`config.mk`:
```
export PLATFORM = sky130hd
export DESIGN_NAME = micro_mac_in_cond
export DESIGN_NICKNAME = d
export VERILOG_FILES = /design/src/rtl/micro_mac_pkg.sv /design/src/rtl/micro_mac_db_ch.sv /design/src/rtl/micro_mac_in_cond.sv
export SDC_FILE = /design/constraint.sdc
export NUM_CORES = 1
export LEC_CHECK = 0
export BUFFER_PORTS_ARGS = -buffer_cell sky130_fd_sc_hd__buf_4
export CAP_MARGIN = 20
export CORE_ASPECT_RATIO = 0.8
export CORE_MARGIN = 4
export CORE_UTILIZATION = 56
export CTS_CLUSTER_SIZE = 16
export DETAILED_ROUTE_END_ITERATION = 6
export PLACE_DENSITY = 0.78
export SLEW_MARGIN = 25
export SYNTH_ARGS = -nofsm -noshare
export SYNTH_HDL_FRONTEND = slang
export SYNTH_SLANG_ARGS = --single-unit
```
`constraint.sdc`:
```
create_clock -name i_clk -period 3.8 [get_ports i_clk]
set_input_delay 0.76 -clock i_clk [delete_from_list [all_inputs] [get_ports i_clk]]
set_output_delay 0.76 -clock i_clk [all_outputs]
set_load 0.02 [all_outputs]
```
`src/rtl/micro_mac_pkg.sv`:
```
// micro_mac input conditioning: shared constants and
// the per-channel debounce state encoding.
package micro_mac_pkg;

  localparam int N_CH      = 3;
  localparam int DB_CYCLES = 4;

  typedef enum logic {
    STABLE  = 1'b0,
    PENDING = 1'b1
  } db_state_e;

endpackage

```
`src/rtl/micro_mac_db_ch.sv`:
```
// One conditioned input: 2-flop synchroniser, tick-qualified
// debounce counter and registered rise/fall strobes.
module micro_mac_db_ch #(
  parameter int DB_CYCLES = 4
) (
  input  logic i_clk,
  input  logic i_rst,
  input  logic i_tick,
  input  logic i_raw,
  output logic o_x,
  output logic o_rise,
  output logic o_fall
);
  import micro_mac_pkg::*;

  localparam int CNT_W = $clog2(DB_CYCLES + 1);
  localparam logic [CNT_W-1:0] LAST = CNT_W'(DB_CYCLES);

  logic             sync1;
  logic             sync2;
  db_state_e        state;
  db_state_e        state_n;
  logic [CNT_W-1:0] cnt;
  logic [CNT_W-1:0] cnt_n;
  logic [CNT_W-1:0] cnt_inc;
  logic             diff;
  logic             hit;
  logic             x_n;
  logic             rise_n;
  logic             fall_n;

  always_ff @(posedge i_clk or posedge i_rst) begin
    if (i_rst) begin
      sync1  <= 1'b0;
      sync2  <= 1'b0;
      state  <= STABLE;
      cnt    <= '0;
      o_x    <= 1'b0;
      o_rise <= 1'b0;
      o_fall <= 1'b0;
    end else begin
      sync1  <= i_raw;
      sync2  <= sync1;
      state  <= state_n;
      cnt    <= cnt_n;
      o_x    <= x_n;
      o_rise <= rise_n;
      o_fall <= fall_n;
    end
  end

  // cnt is 0 in STABLE, so one increment covers both states
  assign cnt_inc = cnt + 1'b1;
  assign diff    = (sync2 != o_x);
  assign hit     = diff && i_tick && (cnt_inc == LAST);

  always_comb begin
    state_n = state;
    cnt_n   = cnt;
    x_n     = o_x;
    rise_n  = 1'b0;
    fall_n  = 1'b0;
    if (hit) begin
      x_n     = sync2;
      rise_n  = sync2;
      fall_n  = ~sync2;
      state_n = STABLE;
      cnt_n   = '0;
    end else begin
      unique case (state)
        STABLE: begin
          cnt_n = '0;
          if (diff) begin
            state_n = PENDING;
            if (i_tick) cnt_n = cnt_inc;
          end
        end
        PENDING: begin
          if (!diff) begin
            state_n = STABLE;
            cnt_n   = '0;
          end else if (i_tick) begin
            cnt_n = cnt_inc;
          end
        end
        default: begin
          state_n = STABLE;
          cnt_n   = '0;
        end
      endcase
    end
  end

endmodule

```
`src/rtl/micro_mac_in_cond.sv`:
```
// Conditions the raw micro_mac control lines into clean,
// synchronous levels plus edge strobes and a change flag.
module micro_mac_in_cond #(
  parameter int N_CH      = micro_mac_pkg::N_CH,
  parameter int DB_CYCLES = micro_mac_pkg::DB_CYCLES
) (
  input  logic            i_clk,
  input  logic            i_rst,
  input  logic            i_tick,
  input  logic [N_CH-1:0] i_x_raw,
  output logic [N_CH-1:0] o_x,
  output logic [N_CH-1:0] o_rise,
  output logic [N_CH-1:0] o_fall,
  output logic            o_change
);
  import micro_mac_pkg::*;

  for (genvar g = 0; g < N_CH; g++) begin : g_ch
    micro_mac_db_ch #(
      .DB_CYCLES(DB_CYCLES)
    ) u_ch (
      .i_clk (i_clk),
      .i_rst (i_rst),
      .i_tick(i_tick),
      .i_raw (i_x_raw[g]),
      .o_x   (o_x[g]),
      .o_rise(o_rise[g]),
      .o_fall(o_fall[g])
    );
  end

  always_ff @(posedge i_clk or posedge i_rst) begin
    if (i_rst) o_change <= 1'b0;
    else       o_change <= |{o_rise, o_fall};
  end

endmodule

```
==> metrics.md, run 1 <==
| Metric | Value |
|---|---|
| Status | `finished, final reports clean` |
| First-pass DRT Iterations | `4` |
| CP arrival | `between 0.9 and 1 ns` |
| CTS tree | `done` |
| Max-cap violations | `0` |
| Fill count | `159` |
| CTS Buffer Depth | `2` |
| Root Driver | `clkbuf_4` |
| Area of the multi-input gates | `between 400 and 500 µm²` |
| DP HPWL | `1290 µm` |
| Combinational share of power | `22.8%` |
| Initial Utilization | `about three fifths` |
| Via count | `between 600 and 700` |
| Port Buffers | `15` |
| Min-delay src | `g_ch[0].u_ch.sync1` |
| H-tree Lvls | `1` |
| Post-CTS Setup Bufs | `0` |
| LEAKAGE | `between 0.0005 and 0.0006 µW` |
| Routed wire length | `~1700 µm` |
| Syn_area_per_cell | `around 12 µm²` |
| Final Cell Area | `~0.0013 mm²` |
| Sum Neg Setup Slack | `0 ns` |
| Final Skew | `around 0.0024 ns` |
| Crit path max fanout | `5` |
| Gp weighted congestion | `around 0.70` |
| Finish-stage setup viols | `0` |
| CTS Hold Buffers Added | `0` |
| Hold path cells | `0` |
| Total GRT Usage | `13.3%` |
| Final Net Count | `between 100 and 150` |
| Initial DRC Count | `10` |
| Clk network pwr share | `16.7%` |
| Antenna violations before repair | `0` |
| Synthesized Nets | `109` |
| Num CTS Buffers | `3` |
| Sequential fraction of the synthesis area | `around 58%` |
| Hold Path Sink | `g_ch[0].u_ch.sync2` |
| Slew Limit Fails | `0` |
| Global-route wire length before repair | `~3000 µm` |
| Ys Warns | `0` |
| Register clock-pin slew on the reported worst setup and hold paths | `0.13 ns` |
| R2R Path End | `g_ch[2].u_ch.cnt[2]` |
| IO Count | `16` |
| Max_slew headroom | `~63%` |
| Post-synth cell types | `15` |
| Worst-Margin Slew | `~0.55 ns` |
| Worst EP required | `just over 3 ns` |
| Die area | `approximately 0.003 mm²` |
| Worst hold path class | `register to register` |
| Drt wl/cell | `approximately 13 µm` |
| Core Region | `around 0.0020 mm²` |
| Crit start category | `register` |
| Final critical-path share of the clock period | `around 44%` |
| Worst-path cell chain | `buf_4` |
| Vias in the first global route | `693` |
| Worst Path Buf+Inv | `1` |
| Antenna violation net count after detailed routing | `0` |
| Setup CP Type | `register to output pin` |
| Top Family by Delay on Critical Path | `flip-flops` |
| Crit. End Element | `output pin` |
| Worst R2R Setup Slack | `between 2 and 2.5 ns` |
| RSZ-0062 raised after global routing | `false` |
| Synthesized flop and latch total | `28` |
| Cell Area, Placed | `0.00127 mm²` |
| Die span in x | `around 60 µm` |
| Congestion Overflow GR | `0` |
| Layout cell share with drive strength beyond 1 | `21.2%` |
| Die height | `49.5 µm` |
| Switching pwr | `roughly 190 µW` |
| Routed vias/inst | `about 5.4` |
| Clk sinks | `28` |
| R2R cell count | `4` |
| Post_cts resized | `0` |
| Maximum vdd drop | `between 0.3 and 0.4 mV` |
| Clock latency on the worst-skew pair | `~0.30 ns` |
| Diodes inserted | `0` |
| Mapped Cells | `97` |
| Flip-flop and latch area | `701 µm²` |
| Reg-to-reg critical path startpoint | `g_ch[2].u_ch.cnt[0]` |
| Max Fclk | `between 500 and 600 MHz` |
| Largest net degree at the start of global routing | `29` |
| Final hold violations | `0` |
| Seq pwr share | `between 60 and 70%` |
| Switching fraction of total power | `between 20% and 30%` |
| Internal power | `about 460 µW` |
| Residual DRC | `0` |
| Max incr delay on CP | `about 0.45 ns` |
| Num rows | `14` |
| Area of the mapped netlist | `around 0.0012 mm²` |
| Area added between synthesis and finish | `6.85%` |
| Slowest-stage cell, CP | `dfrtp_1` |
| Pwr/cell area | `approximately 500 mW/mm²` |
| Hold WS | `~0.37 ns` |
| Final Critical Period | `approximately 1.7 ns` |
[how the worst max path moves through the flow]
stage,from,to,cells past startpoint
after floorplan,i_tick,g_ch[1].u_ch.o_x,3
after global placement,i_rst,g_ch[2].u_ch.cnt[2],2
after detailed placement,i_rst,g_ch[2].u_ch.cnt[0],2
after CTS,g_ch[1].u_ch.o_x,o_x[1],1
after global routing,g_ch[1].u_ch.o_x,o_x[1],1
final,g_ch[1].u_ch.o_x,o_x[1],1
[logic make-up after synthesis]
| kind of cell | share of synthesized area, % |
|---|---|
| DFF | 58.1 |
| xor gates and xnor gates | 2.18 |
| buffers and inverters | 8.09 |
| and+or+nand+nor | 17.6 |
| adders and majority gates | 6.22 |
| AOI/OAI and AO/OA | 4.98 |
| muxes | 2.80 |
[per-stage QoR]
step	setup slack, ns	power (µW)	util (%)	std cells
6_report	2.11	649	65.7	128
5_1_grt	2.05	693	65.7	128
4_1_cts	2.10	658	65.7	128
3_5_place_dp	2.09	549	64.5	125
3_3_place_gp	2.13	540	64.5	125
2_1_floorplan	2.40	512	-	97
[power groups by stage]
stage | clock network (µW) | registers (µW) | logic, µW
3_5_place_dp | 0 | 399 | 150
5_1_grt | 129 | 400 | 164
2_1_floorplan | 0 | 387 | 125
3_3_place_gp | 0 | 395 | 145
4_1_cts | 115 | 393 | 151
6_report | 108 | 393 | 148
[registers in the layout (all words and copies together) (netlist names)]
register / cells
g_ch.u_ch.cnt: 9
g_ch.u_ch.o_fall: 3
o_change: 1
g_ch.u_ch.state: 3
g_ch.u_ch.o_rise: 3
g_ch.u_ch.o_x: 3
g_ch.u_ch.sync2: 3
g_ch.u_ch.sync1: 3
[layout by cell type, fill, tap and decap left out, drive strengths merged]
cell type and n:
nand3b 12, a21oi 12, xnor2 3, dfrtp 28
nand2 4, inv 4, ha 6, mux2 3
nor2 1, buf 15, nor3b 6, or3b 6
nor4 1, clkbuf 3
[layout make-up]
class                           count  area share, %
Timing Repair Buffer               15           8.74
Tap cell                           24           2.33
Multi-Input combinational cell     54           31.7
Clock buffer                        3           1.75
Sequential cell                    28           54.4
Inverter                            4           1.17
[Yosys cell counts, drive strengths merged]
library cell   n  area (µm²)
or3b           6        52.6
buf           10        78.8
mux2           3        33.8
nor4           1        6.26
nand2          4        15.0
xnor2          3        26.3
ha             6        75.1
nor2           1        3.75
clkbuf         1        3.75
inv            4        15.0
nor3b          6        45.0
a21oi         12        60.1
dfrtp         28         701
nand3b        12        90.1
[metal layers]
layer | GRT usage [%] | part of all wire (%) | up-vias | wire (µm)
li1 | - | - | 345 | -
met1 | 17.9 | 49 | 331 | 837
met2 | 21.8 | 48 | 8 | 815
met3 | 2.61 | 2.4 | 2 | 41
met4 | 3.32 | 0.59 | 0 | 10
met5 | 0 | 0 | - | 0
Power figures use the tool's default switching activity.
==> run 2: changes to the inputs <==
--- a/config.mk
+++ b/config.mk
@@ -5,6 +5,7 @@
 export SDC_FILE = /design/constraint.sdc
 export NUM_CORES = 1
 export LEC_CHECK = 0
+export ABC_AREA = 1
 export BUFFER_PORTS_ARGS = -buffer_cell sky130_fd_sc_hd__buf_4
 export CAP_MARGIN = 20
 export CORE_ASPECT_RATIO = 0.8
@@ -12,7 +13,7 @@
 export CORE_UTILIZATION = 56
 export CTS_CLUSTER_SIZE = 16
 export DETAILED_ROUTE_END_ITERATION = 6
-export PLACE_DENSITY = 0.78
+export PLACE_DENSITY = 0.77
 export SLEW_MARGIN = 25
 export SYNTH_ARGS = -nofsm -noshare
 export SYNTH_HDL_FRONTEND = slang
==> constraint.sdc (replaced) <==
create_clock -name i_clk -period 1.65 [get_ports i_clk]
set_input_delay 0.33 -clock i_clk [delete_from_list [all_inputs] [get_ports i_clk]]
set_output_delay 0.33 -clock i_clk [all_outputs]
set_load 0.02 [all_outputs]
==> run 2 against run 1 <==
Effect of this change: critical path depth is 5 higher; die area is 6.9% higher; via count is 22% higher; sequential power is 140% higher; register-to-register slack worse by 2.1 ns; critical path type is now register to register; critical endpoint is now g_ch[1].u_ch.cnt[2]; largest power group unchanged.
==> metrics.md, run 2 <==
| Metric | Value |
|---|---|
| Status | `finished, final reports clean` |
| Slowest-stage cell, CP | `dfrtp_1` |
| Main synth FF type | `dfrtp_1` |
| Root Driver | `clkbuf_4` |
| Antenna violation net count after detailed routing | `0` |
| Area of the mapped netlist | `around 0.0013 mm²` |
| Seq pwr share | `47.5%` |
| First-pass DRT Iterations | `4` |
| Initial DRC Count | `43` |
| Die span in x | `61.9 µm` |
| Top reg by flops | `g_ch.u_ch.cnt` |
| Crit start category | `register` |
| Ys Warns | `0` |
| Layout cell share with drive strength beyond 1 | `between 20% and 30%` |
| Largest net degree at the start of global routing | `29` |
| Mapped Cells | `approximately 130` |
| Syn_area_per_cell | `9.73 µm²` |
| Crit path top cell by count | `ha_1` |
| Cells after DPL | `about 170` |
| H-tree Lvls | `1` |
| Crit path max fanout | `5` |
| Worst hold path class | `input pin to async pin` |
| Pwr/cell area | `around 1400 mW/mm²` |
| Area contributors post-synth | `dfrtp_1 (54%), nand2_1 (8.3%), inv_1 (6.3%)` |
| Final critical-path share of the clock period | `a little over four fifths` |
| Routed vias/inst | `approximately 4.9` |
| Asr flop ratio synth | `100%` |
| Hold WS | `0.0480 ns` |
| Core Region | `0.00218 mm²` |
| Gp weighted congestion | `a little under 0.8` |
| Routed wire length | `between 1500 and 2000 µm` |
| Worst Path Buf+Inv | `0` |
| Top Family by Delay on Critical Path | `flip-flops` |
| Global-route wire length before repair | `between 3000 and 4000 µm` |
| Clk sinks | `28` |
| Initial Utilization | `approximately three fifths` |
| Combinational share of power | `a little under a third` |
| Residual DRC | `0` |
| CTS tree | `done` |
| Antenna violations before repair | `0` |
| Commonest non-fill, non-tap cell in the layout | `nand2_1` |
| Port Buffers | `15` |
| Max_slew headroom | `77.5%` |
| Finish-stage setup viols | `0` |
| Dominant cell type by area after synthesis | `dfrtp_1` |
| Worst-Margin Slew | `between 0.3 and 0.4 ns` |
| Sequential fraction of the synthesis area | `~54%` |
| Via count | `835` |
| Maximum vdd drop | `a little over 0.9 mV` |
| Post_cts resized | `0` |
| Total GRT Usage | `between 15 and 20%` |
| Yosys top cell area share | `a little over half` |
| Post-synth cell types | `20` |
| Congestion Overflow GR | `0` |
| Worst EP required | `approximately 1.9 ns` |
| Clock latency on the worst-skew pair | `0.32 ns` |
| Switching fraction of total power | `33.5%` |
| Max reg flops | `9` |
| Switching pwr | `665 µW` |
| Non-Filler Instances | `~170` |
| Max incr delay on CP | `around 0.42 ns` |
| CTS Hold Buffers Added | `0` |
| Slew Limit Fails | `0` |
| Drt wl/cell | `roughly 12 µm` |
| Register clock-pin slew on the reported worst setup and hold paths | `between 0.1 and 0.15 ns` |
| Post-CTS Setup Bufs | `0` |
| DP HPWL | `between 1500 and 2000 µm` |
| Sum Neg Setup Slack | `0 ns` |
| Synthesized Nets | `between 100 and 150` |
| Final hold violations | `0` |
| Num rows | `15` |
| Most frequent cells after synthesis | `nand2_1 (29), dfrtp_1 (28), inv_1 (22), o21ai_0 (10), buf_4 (9)` |
| Internal power | `between 1000 and 1500 µW` |
| Diodes inserted | `0` |
| CTS Buffer Depth | `2` |
| Max Fclk | `715 MHz` |
| Most common cell in the netlist | `nand2_1` |
| Setup CP Type | `register to register` |
| Die height | `between 50 and 60 µm` |
| Pwr Total | `roughly 2000 µW` |
| Synthesized flop and latch total | `28` |
| Most frequent cells in the layout | `nand2_1 (29), dfrtp_1 (28), inv_1 (22)` |
| Crit. End Element | `register` |
| EDFF count, synth | `0` |
| LEAKAGE | `between 0.0008 and 0.0009 µW` |
| CP arrival | `1.64 ns` |
| Worst-path cell chain | `ha_1 > ha_1 > nand2_4 > a21boi_4 > nand3_1 > o21ai_0` |
| Final Net Count | `roughly 160` |
| IO Count | `16` |
| Max-cap violations | `0` |
| Die area | `roughly 0.0032 mm²` |
| Area added between synthesis and finish | `9.60%` |
| Vias in the first global route | `roughly 830` |
| Final Critical Period | `1.40 ns` |
| Final Core Density | `about two thirds` |
| Final Skew | `~0.0033 ns` |
| Num CTS Buffers | `3` |
| Clk network pwr share | `21.9%` |
| RSZ-0062 raised after global routing | `false` |
==> run 2: changes by cell type after synthesis, moves of 3 or more <==
cell and change:
or3b_1 -6, nand2_4 +3, nor3b_1 -6, a21oi_1 -12, mux2_2 -3, nor2_1 +6
nand3b_1 -12, o21ai_0 +10, nand3_1 +7, nand2_1 +25, xnor2_1 -3, inv_1 +18
==> run 2: final cells by class <==
cell class              instances  area, µm²
flip-flops and latches         28        701
clock inverters                 1       30.0
fillers                       159        748
multi-input cells              73        435
inverters                      23       88.8
well taps                      25       31.3
repair buffers                 16        120
clock buffers                   3       22.5
==> run 2: kinds of logic after synthesis <==
family / share of synthesized area [%]
and+or+nand+nor: 21.0
buffers and inverters: 12.9
DFF: 53.7
AOI/OAI and AO/OA: 6.62
adders and majority gates: 5.76
==> run 2: worst paths after layout <==
path / from / endpoint / slack, ns / cells after the start
worst max-delay path: g_ch[1].u_ch.cnt[0] / g_ch[1].u_ch.cnt[2] / 0.25 / 6
worst min-delay path: i_rst / g_ch[1].u_ch.cnt[1] / 0.05 / 3
worst max register to register: g_ch[1].u_ch.cnt[0] / g_ch[1].u_ch.cnt[2] / 0.25 / 6
worst min register to register: g_ch[0].u_ch.sync1 / g_ch[0].u_ch.sync2 / 0.37 / 0
max in group asynchronous: i_rst / g_ch[2].u_ch.cnt[1] / 1.36 / 3
min in group i_clk: i_x_raw[2] / g_ch[2].u_ch.sync1 / 0.10 / 1
==> run 2: through the flow <==
stage                     cell area [µm²]  setup WS (ns)
after floorplan                      1300          0.400
after global placement               1380          0.358
after detailed placement             1380          0.279
after CTS                            1430          0.247
after global routing                 1430          0.128
final                                1430          0.251
==> run 2: worst min-delay path, delay by kind of cell <==
kind / cells / cell delay (ns)
buf+inv: 3 / 0.46
==> run 2: metal layers <==
metal  GRT usage (%)  vias to the layer above  share of wire, %
met5               0                        -                 0
met4            2.12                        0              0.46
met3            5.56                        2               6.9
met2            25.2                       22                47
met1            18.9                      386                46
li1                -                      425                 -
==> run 2: power groups by stage <==
stage	Sequential (µW)	Clock (µW)	Combinational, µW
2_1_floorplan	933	0	511
3_3_place_gp	945	0	593
3_5_place_dp	957	0	611
4_1_cts	943	444	615
5_1_grt	966	475	708
6_report	943	435	607
